==> src/rtl/ov5640_cfg_seq.sv <==
// OV5640 register-table sequencer: one IIC write per table entry after power-up settle.
// Define CFG_READBACK_EN to read back and compare every register after it is written.
module ov5640_cfg_seq #(
    parameter int         REG_NUM  = 252,
    parameter int         IDX_W    = 10,
    parameter logic [7:0] DEV_ADDR = 8'h78,
    parameter int         DLY_CYC  = 50000,
    parameter int         TMO_CYC  = 4096
) (
    input  logic             sclk,
    input  logic             s_rst_n,
    input  logic             power_done,
    input  logic             cfg_restart,
    output logic [IDX_W-1:0] tab_index,
    input  logic [23:0]      tab_data,
    output logic             iic_start,
    output logic [31:0]      iic_wdata,
    input  logic             iic_busy,
    input  logic [7:0]       iic_rdata,
    output logic             cfg_busy,
    output logic             cfg_done,
    output logic             cfg_err
);

    localparam int DLY_W = $clog2(DLY_CYC + 1);
    localparam int TMO_W = $clog2(TMO_CYC + 1);
    localparam logic [7:0] DEV_RD = DEV_ADDR | 8'h01;

    typedef enum logic [3:0] {
        S_IDLE, S_DLY, S_FETCH, S_ISSUE, S_WAIT_HI, S_WAIT_LO, S_NEXT, S_DONE, S_ERR
`ifdef CFG_READBACK_EN
        , S_RD_ISSUE, S_RD_HI, S_RD_LO, S_CHECK
`endif
    } state_t;

    state_t           state, state_nxt;
    logic [DLY_W-1:0] dly_cnt;
    logic [TMO_W-1:0] tmo_cnt;
    logic [31:0]      wdata_q;
    logic             dly_last, tmo_last, idx_last;

    assign dly_last = (dly_cnt >= DLY_W'(DLY_CYC - 1));
    assign tmo_last = (tmo_cnt >= TMO_W'(TMO_CYC - 1));
    assign idx_last = (tab_index == IDX_W'(REG_NUM - 1));

`ifdef CFG_READBACK_EN
    logic [7:0] val_q;
`else
    logic unused_rdata;
    assign unused_rdata = ^iic_rdata;
`endif

    always_ff @(posedge sclk or negedge s_rst_n) begin
        if (!s_rst_n) state <= S_IDLE;
        else          state <= state_nxt;
    end

    // A new transfer is only started once the master is idle, which covers a
    // transfer left in flight by an earlier power drop.
    always_comb begin
        state_nxt = state;
        iic_start = 1'b0;
        iic_wdata = wdata_q;
        if (state != S_IDLE && !power_done) begin
            state_nxt = S_IDLE;
        end else begin
            case (state)
                S_IDLE:    if (power_done) state_nxt = S_DLY;
                S_DLY:     if (dly_last) state_nxt = S_FETCH;
                S_FETCH:   state_nxt = S_ISSUE;
                S_ISSUE: begin
                    if (!iic_busy) begin
                        iic_start = 1'b1;
                        iic_wdata = {DEV_ADDR, tab_data};
                        state_nxt = S_WAIT_HI;
                    end
                end
                S_WAIT_HI: begin
                    if (iic_busy)      state_nxt = S_WAIT_LO;
                    else if (tmo_last) state_nxt = S_ERR;
                end
`ifdef CFG_READBACK_EN
                S_WAIT_LO: if (!iic_busy) state_nxt = S_RD_ISSUE;
                S_RD_ISSUE: begin
                    if (!iic_busy) begin
                        iic_start = 1'b1;
                        iic_wdata = {DEV_RD, wdata_q[23:8], 8'h00};
                        state_nxt = S_RD_HI;
                    end
                end
                S_RD_HI: begin
                    if (iic_busy)      state_nxt = S_RD_LO;
                    else if (tmo_last) state_nxt = S_ERR;
                end
                S_RD_LO:   if (!iic_busy) state_nxt = S_CHECK;
                S_CHECK:   state_nxt = (iic_rdata == val_q) ? S_NEXT : S_ERR;
`else
                S_WAIT_LO: if (!iic_busy) state_nxt = S_NEXT;
`endif
                S_NEXT:    state_nxt = idx_last ? S_DONE : S_FETCH;
                S_DONE,
                S_ERR:     if (cfg_restart) state_nxt = S_FETCH;
                default:   state_nxt = S_IDLE;
            endcase
        end
    end

    always_ff @(posedge sclk or negedge s_rst_n) begin
        if (!s_rst_n) begin
            dly_cnt   <= '0;
            tmo_cnt   <= '0;
            wdata_q   <= '0;
            tab_index <= '0;
        end else begin
            if (state == S_DLY && state_nxt == S_DLY) begin
                if (dly_cnt != {DLY_W{1'b1}}) dly_cnt <= dly_cnt + 1'b1;
            end else begin
                dly_cnt <= '0;
            end

`ifdef CFG_READBACK_EN
            if ((state == S_WAIT_HI || state == S_RD_HI) && state_nxt == state) begin
`else
            if (state == S_WAIT_HI && state_nxt == state) begin
`endif
                if (tmo_cnt != {TMO_W{1'b1}}) tmo_cnt <= tmo_cnt + 1'b1;
            end else begin
                tmo_cnt <= '0;
            end

            if (iic_start) wdata_q <= iic_wdata;

            if (state_nxt == S_IDLE)
                tab_index <= '0;
            else if (state == S_NEXT && state_nxt == S_FETCH)
                tab_index <= tab_index + 1'b1;
            else if ((state == S_DONE || state == S_ERR) && state_nxt == S_FETCH)
                tab_index <= '0;
        end
    end

`ifdef CFG_READBACK_EN
    always_ff @(posedge sclk or negedge s_rst_n) begin
        if (!s_rst_n)                           val_q <= '0;
        else if (state == S_ISSUE && iic_start) val_q <= tab_data[7:0];
    end
`endif

    assign cfg_busy = (state != S_IDLE) && (state != S_DONE) && (state != S_ERR);
    assign cfg_done = (state == S_DONE);
    assign cfg_err  = (state == S_ERR);

endmodule

==> config.mk <==
export PLATFORM = sky130hd
export DESIGN_NAME = ov5640_cfg_seq
export DESIGN_NICKNAME = d
export VERILOG_FILES = /design/src/rtl/ov5640_cfg_seq.sv
export SDC_FILE = /design/constraint.sdc
export NUM_CORES = 1
export LEC_CHECK = 0
export CAP_MARGIN = 20
export CORE_ASPECT_RATIO = 1.2
export CORE_MARGIN = 4
export CORE_UTILIZATION = 40
export DETAILED_ROUTE_END_ITERATION = 8
export PLACE_DENSITY = 0.67
export RECOVER_POWER = 50
export SYNTH_ARGS = -nofsm -noshare
export SYNTH_HDL_FRONTEND = slang
export SYNTH_SLANG_ARGS = --single-unit
==> constraint.sdc <==
create_clock -name sclk -period 4.5 [get_ports sclk]
set_clock_uncertainty 0.1 [all_clocks]
set_input_delay 0.9 -clock sclk [delete_from_list [all_inputs] [get_ports sclk]]
set_output_delay 0.9 -clock sclk [all_outputs]
set_load 0.05 [all_outputs]
# --- Word-level counts from Yosys, hierarchy flattened ---
# Cells that the tools add are included.
# Widths: inputs -> output; s select.
word_totals:
  elab_cells: 65
  regBits: 75
  output_inout_bits: 46
  in_bits: 37
classes:
  order_cmp: 2
  n_eq_ne: 18
  n_addsub: 3
  reduce_logical: 14
  muxes: 23
op_table:
  columns: ["operator", "count"]
  rows:
  - ["$mux 32", 3]
  - ["$mux 16", 2]
  - ["$mux 4", 8]
  - ["$pmux 4 s8", 1]
  - ["$mux 10", 3]
  - ["$mux 13", 2]
  - ["$add 16x1->16 const B", 1]
  - ["$eq 4x3->1 const B", 4]
  - ["$ge 16x16->1 const B", 1]
  - ["$ne 16x16->1 const B", 1]
  - ["$add 13x1->13 const B", 1]
  - ["$ge 13x12->1 const B", 1]
  - ["$ne 13x13->1 const B", 1]
  - ["$eq 4x2->1 const B", 3]
  - ["$add 10x1->10 const B", 1]
  - ["$eq 10x8->1 const B", 1]
  - ["$eq 4x1->1 const B", 2]
  - ["$logic_not 4->1", 2]
  - ["$logic_and 1x1->1", 7]
  - ["$eq 4x4->1", 1]
  - ["$eq 4x4->1 const B", 1]
  - ["$ne 2x1->1 const B", 2]
  - ["$ne 4x3->1 const B", 1]
  - ["$ne 4x4->1 const B", 1]
  - ["7 further kinds", 9]

# --- Logic depth before layout (Yosys ltp) ---
depth:
  depth_word: 10
  ltp_mapped: 8
  depth_no_buf: 6

# --- Worst setup path before layout ---
# No wires, ideal clock.
synth_timing:
  kind: "input -> output"
  startpoint: "input port iic_busy"
  endpoint: "output port iic_wdata[15]"
  arrival_time_ns: 2.534
  required_time_ns: 3.500
  slack_ns: 0.966
  stages: 6
  path_cell_list: "nor2b_1 -> nand4_1 -> inv_2 -> clkbuf_1 -> nand2_1 -> nand2_1"
synth_between:
  elab_chain_cells: 3
synth_lines:
  columns: ["item", "line_no", "source"]
  rows:
  - ["start, declared", "18", "input logic iic_busy,"]
  - ["$mux 32", "72", "if (!iic_busy) begin"]
  - ["$mux 32", "67", "case (state)"]
  - ["$mux 32", "64", "if (state != S_IDLE && !power_done) begin"]
  - ["end, declared", "17", "output logic [31:0] iic_wdata,"]
# No other way between the ends.

# --- Final worst setup path ---
layout_timing:
  startpoint: "input port power_done"
  endpoint: "output port iic_wdata[13]"
layout_between:
  elab_chain_cells: 3
layout_lines:
  columns: ["item", "line_no", "source"]
  rows:
  - ["start, declared", "12", "input logic power_done,"]
  - ["$logic_not 1->1", "64", null]
  - ["$logic_and 1x1->1", "64", null]
  - ["$mux 32", "64", null]
# No other way between the ends.

==> results.cfg <==
[outcome]
run_status = finished, violations left
violations = capacitance limit, slew limit

[clock_network]
cts_buffers = 9
cts_resized = 0
h-tree-depth = 3
hold_buffers = 0
clk_pin_slew_ps = 70
cts_sinks = 75
cts_tree = done
root_buffer = clkbuf_8
clockBufferDepth = 2
post_cts_buffers = 0
clk_latency_ps = 340

[sta]
finalHoldViolCount = 0
rsz0062_at_grt = no
setup-tns-final_ps = 0
setup_viol = 0
drv_slew = 31
fmax_ghz = 0.2597
fin_ws_ps = 649.9
fin_hold_ws_ps = 366.3
min_period_ps = 3850
relSlewSlack_pct = -4.254
period_share_pct = 85.56
worst_slew_pin_slew_ps = 1564

[layout]
drive_gt1_share_pct = 11.40
fill_cells = 847
n_antenna_cell = 0
final_nets = 535
final_cells = 620
area_delta_synth_final_pct = 33.82

[critical_path]
crit_path_end_kind = output port
arrival_ps = 2850
regToRegSetupSlack_ps = 1780
slowest_stage = dlygate4sd3_1
crit_fanout = 25
crit_chain = dlygate4sd3_1 > nor2b_1 > nand4_1 > inv_2 > nand2_1 > nand2_1 > buf_12
crit_family = buffers and inverters
reg2reg_to = tab_index[0]
path_buf_inv = 3
crit_top_cell = nand2_1
slowest_delay_ps = 710
setup.worst_path.start = power_done
worst_r2r_startpoint = tab_index[2]
critPathLaunchType = primary input
worstPathRequired_ps = 3500
crit_cells = 7
r2r_cells = 5
critPathKind = in -> out
endpoint = iic_wdata[13]

[die]
io_pins = 83
dieArea_sq_um = 11100
die_y_um = 114.6
start_util_pct = 41.50
core_sq_um = 9129
rows = 38
die_x_um = 96.84

[synthesis]
syn_nets = 464
synth_edf_count = 0
yosysSeqAreaShare_pct = 49.54
ys_ff_latch = 75
yosys.cell_count.top_type = nand2_1
synthTopCellsByCount = nand2_1 (117), dfrtp_1 (75), nor2_1 (43)
synth.distinct_cells = 51
synth_area_leader_cell = dfrtp_1
netlist_area_sq_um = 3789
ys.flop_type = dfrtp_1
async_flop_share_pct = 100.0
ys_warn_count = 0
syn_area_per_cell_sq_um = 8.935
yosys.area.top_type_share_pct = 49.54
synth_cells = 424
synth.area.top_cells = dfrtp_1 (50%), nand2_1 (12%), xnor2_1 (4.4%)

[power_and_ir_drop]
p_per_area_nw_per_um2 = 277.2
ir_worst_vdd_mv = 0.1325
p_leak_nw = 2.420
p_total_w = 0.001405

[place]
placedCellCount = 604
portBuffers = 74
dp_hpwl_mm = 5.975
post-place-ws_ps = 679.0
routabilityCongestion = 0.8057

[grt]
grt_pass1_vias = 3118
gr-total-overflow = 0
grt.total_usage_pct = 15.53
grt_pass1_wl_mm = 14.28
grt_max_degree = 47
antenna_found_initial = 0

[worst_hold_path]
hold_path_class = reg -> reg

[drt]
vias = 3142
firstDrtPassIters = 4
drt-total-wl_mm = 8.304
ant_nets = 0
vias_per_cell = 5.068
drc = 0
drtIter0Drc = 145
drt-wirelength-per-cell_um = 13.39

[run]
cap_viol_max_count = 1
-- layout by cell type, fill, tap and decap left out, types with 4 or more instances in the layout --
master	count
buf_12	29
nor2_1	43
and2_1	4
and4_1	4
and2_0	4
or3_1	5
o31ai_1	5
nand3_1	12
clkdlybuf4s50_1	38
nand4_1	7
xor2_1	4
xnor2_1	19
clkbuf_1	6
o21ai_0	4
dfrtp_1	75
nand2b_1	13
mux2i_1	4
inv_1	6
and3_1	5
a21oi_1	16
nor3_1	12
nand2_1	117
buf_4	5
clkbuf_8	12
-- layer usage --
metal / routed length (um) / vias up / global-route usage, % / part of all wire [%]
li1: - / 1564 / - / -
met1: 3557 / 1519 / 18.22 / 43
met2: 4211 / 51 / 27.44 / 51
met3: 413 / 8 / 4.083 / 5.0
met4: 122 / 0 / 5.618 / 1.5
met5: 0 / - / 0 / 0
-- sequential cells by signal, indices dropped and copies added, names as in the netlist --
signal and flops:
tab_index 10, dly_cnt 16, wdata_q 32, tmo_cnt 13, state 4
-- power breakdown --
| group | leakage [nW] | total [W] | switching, W | internal [W] |
|---|---|---|---|---|
| Combinational | 1.27 | 0.000171 | 0.000106 | 0.0000653 |
| Clock | 0.104 | 0.000535 | 0.000232 | 0.000303 |
| Sequential | 1.04 | 0.000699 | 0.0000161 | 0.000683 |
-- cells by family after synthesis --
kind of cell | Yosys count | share of synthesized area (%)
XOR/XNOR | 23 | 5.317
adder cells (fa/ha/maj) | 4 | 1.255
flip-flops | 75 | 49.54
multiplexers | 5 | 1.354
AND/OR/NAND/NOR | 245 | 30.25
buffers and inverters | 25 | 3.236
AO/OA/AOI/OAI | 46 | 8.950
other | 1 | 0.09898
-- worst min-delay path by stage --
stage / start / endpoint / slack, ps / cells after the start
after detailed placement: wdata_q[27] / wdata_q[27] / 350 / 1
after CTS: wdata_q[28] / wdata_q[28] / 370 / 1
after floorplan: wdata_q[27] / wdata_q[27] / 320 / 1
after global routing: wdata_q[19] / wdata_q[19] / 400 / 2
after global placement: wdata_q[27] / wdata_q[27] / 340 / 1
final: wdata_q[28] / wdata_q[28] / 370 / 1
-- cell type report --
type                    count  area [sq um]  share of cell area, %
flip-flops and latches     75          1877                  37.02
multi-input cells         324          1775                  35.02
repair buffers             78          1035                  20.41
clock buffers              15         176.4                  3.480
well taps                 120         150.1                  2.962
clock inverters             1         30.03                 0.5923
inverters                   7         26.28                 0.5183
-- through the flow --
stage	util (%)	cell area [sq um]
2_1_floorplan	-	3789
6_report	55.54	5070
3_5_place_dp	53.55	4888
3_3_place_gp	53.55	4888
5_1_grt	55.54	5070
4_1_cts	55.81	5095
No activity file was read; power rests on OpenSTA's default activity.
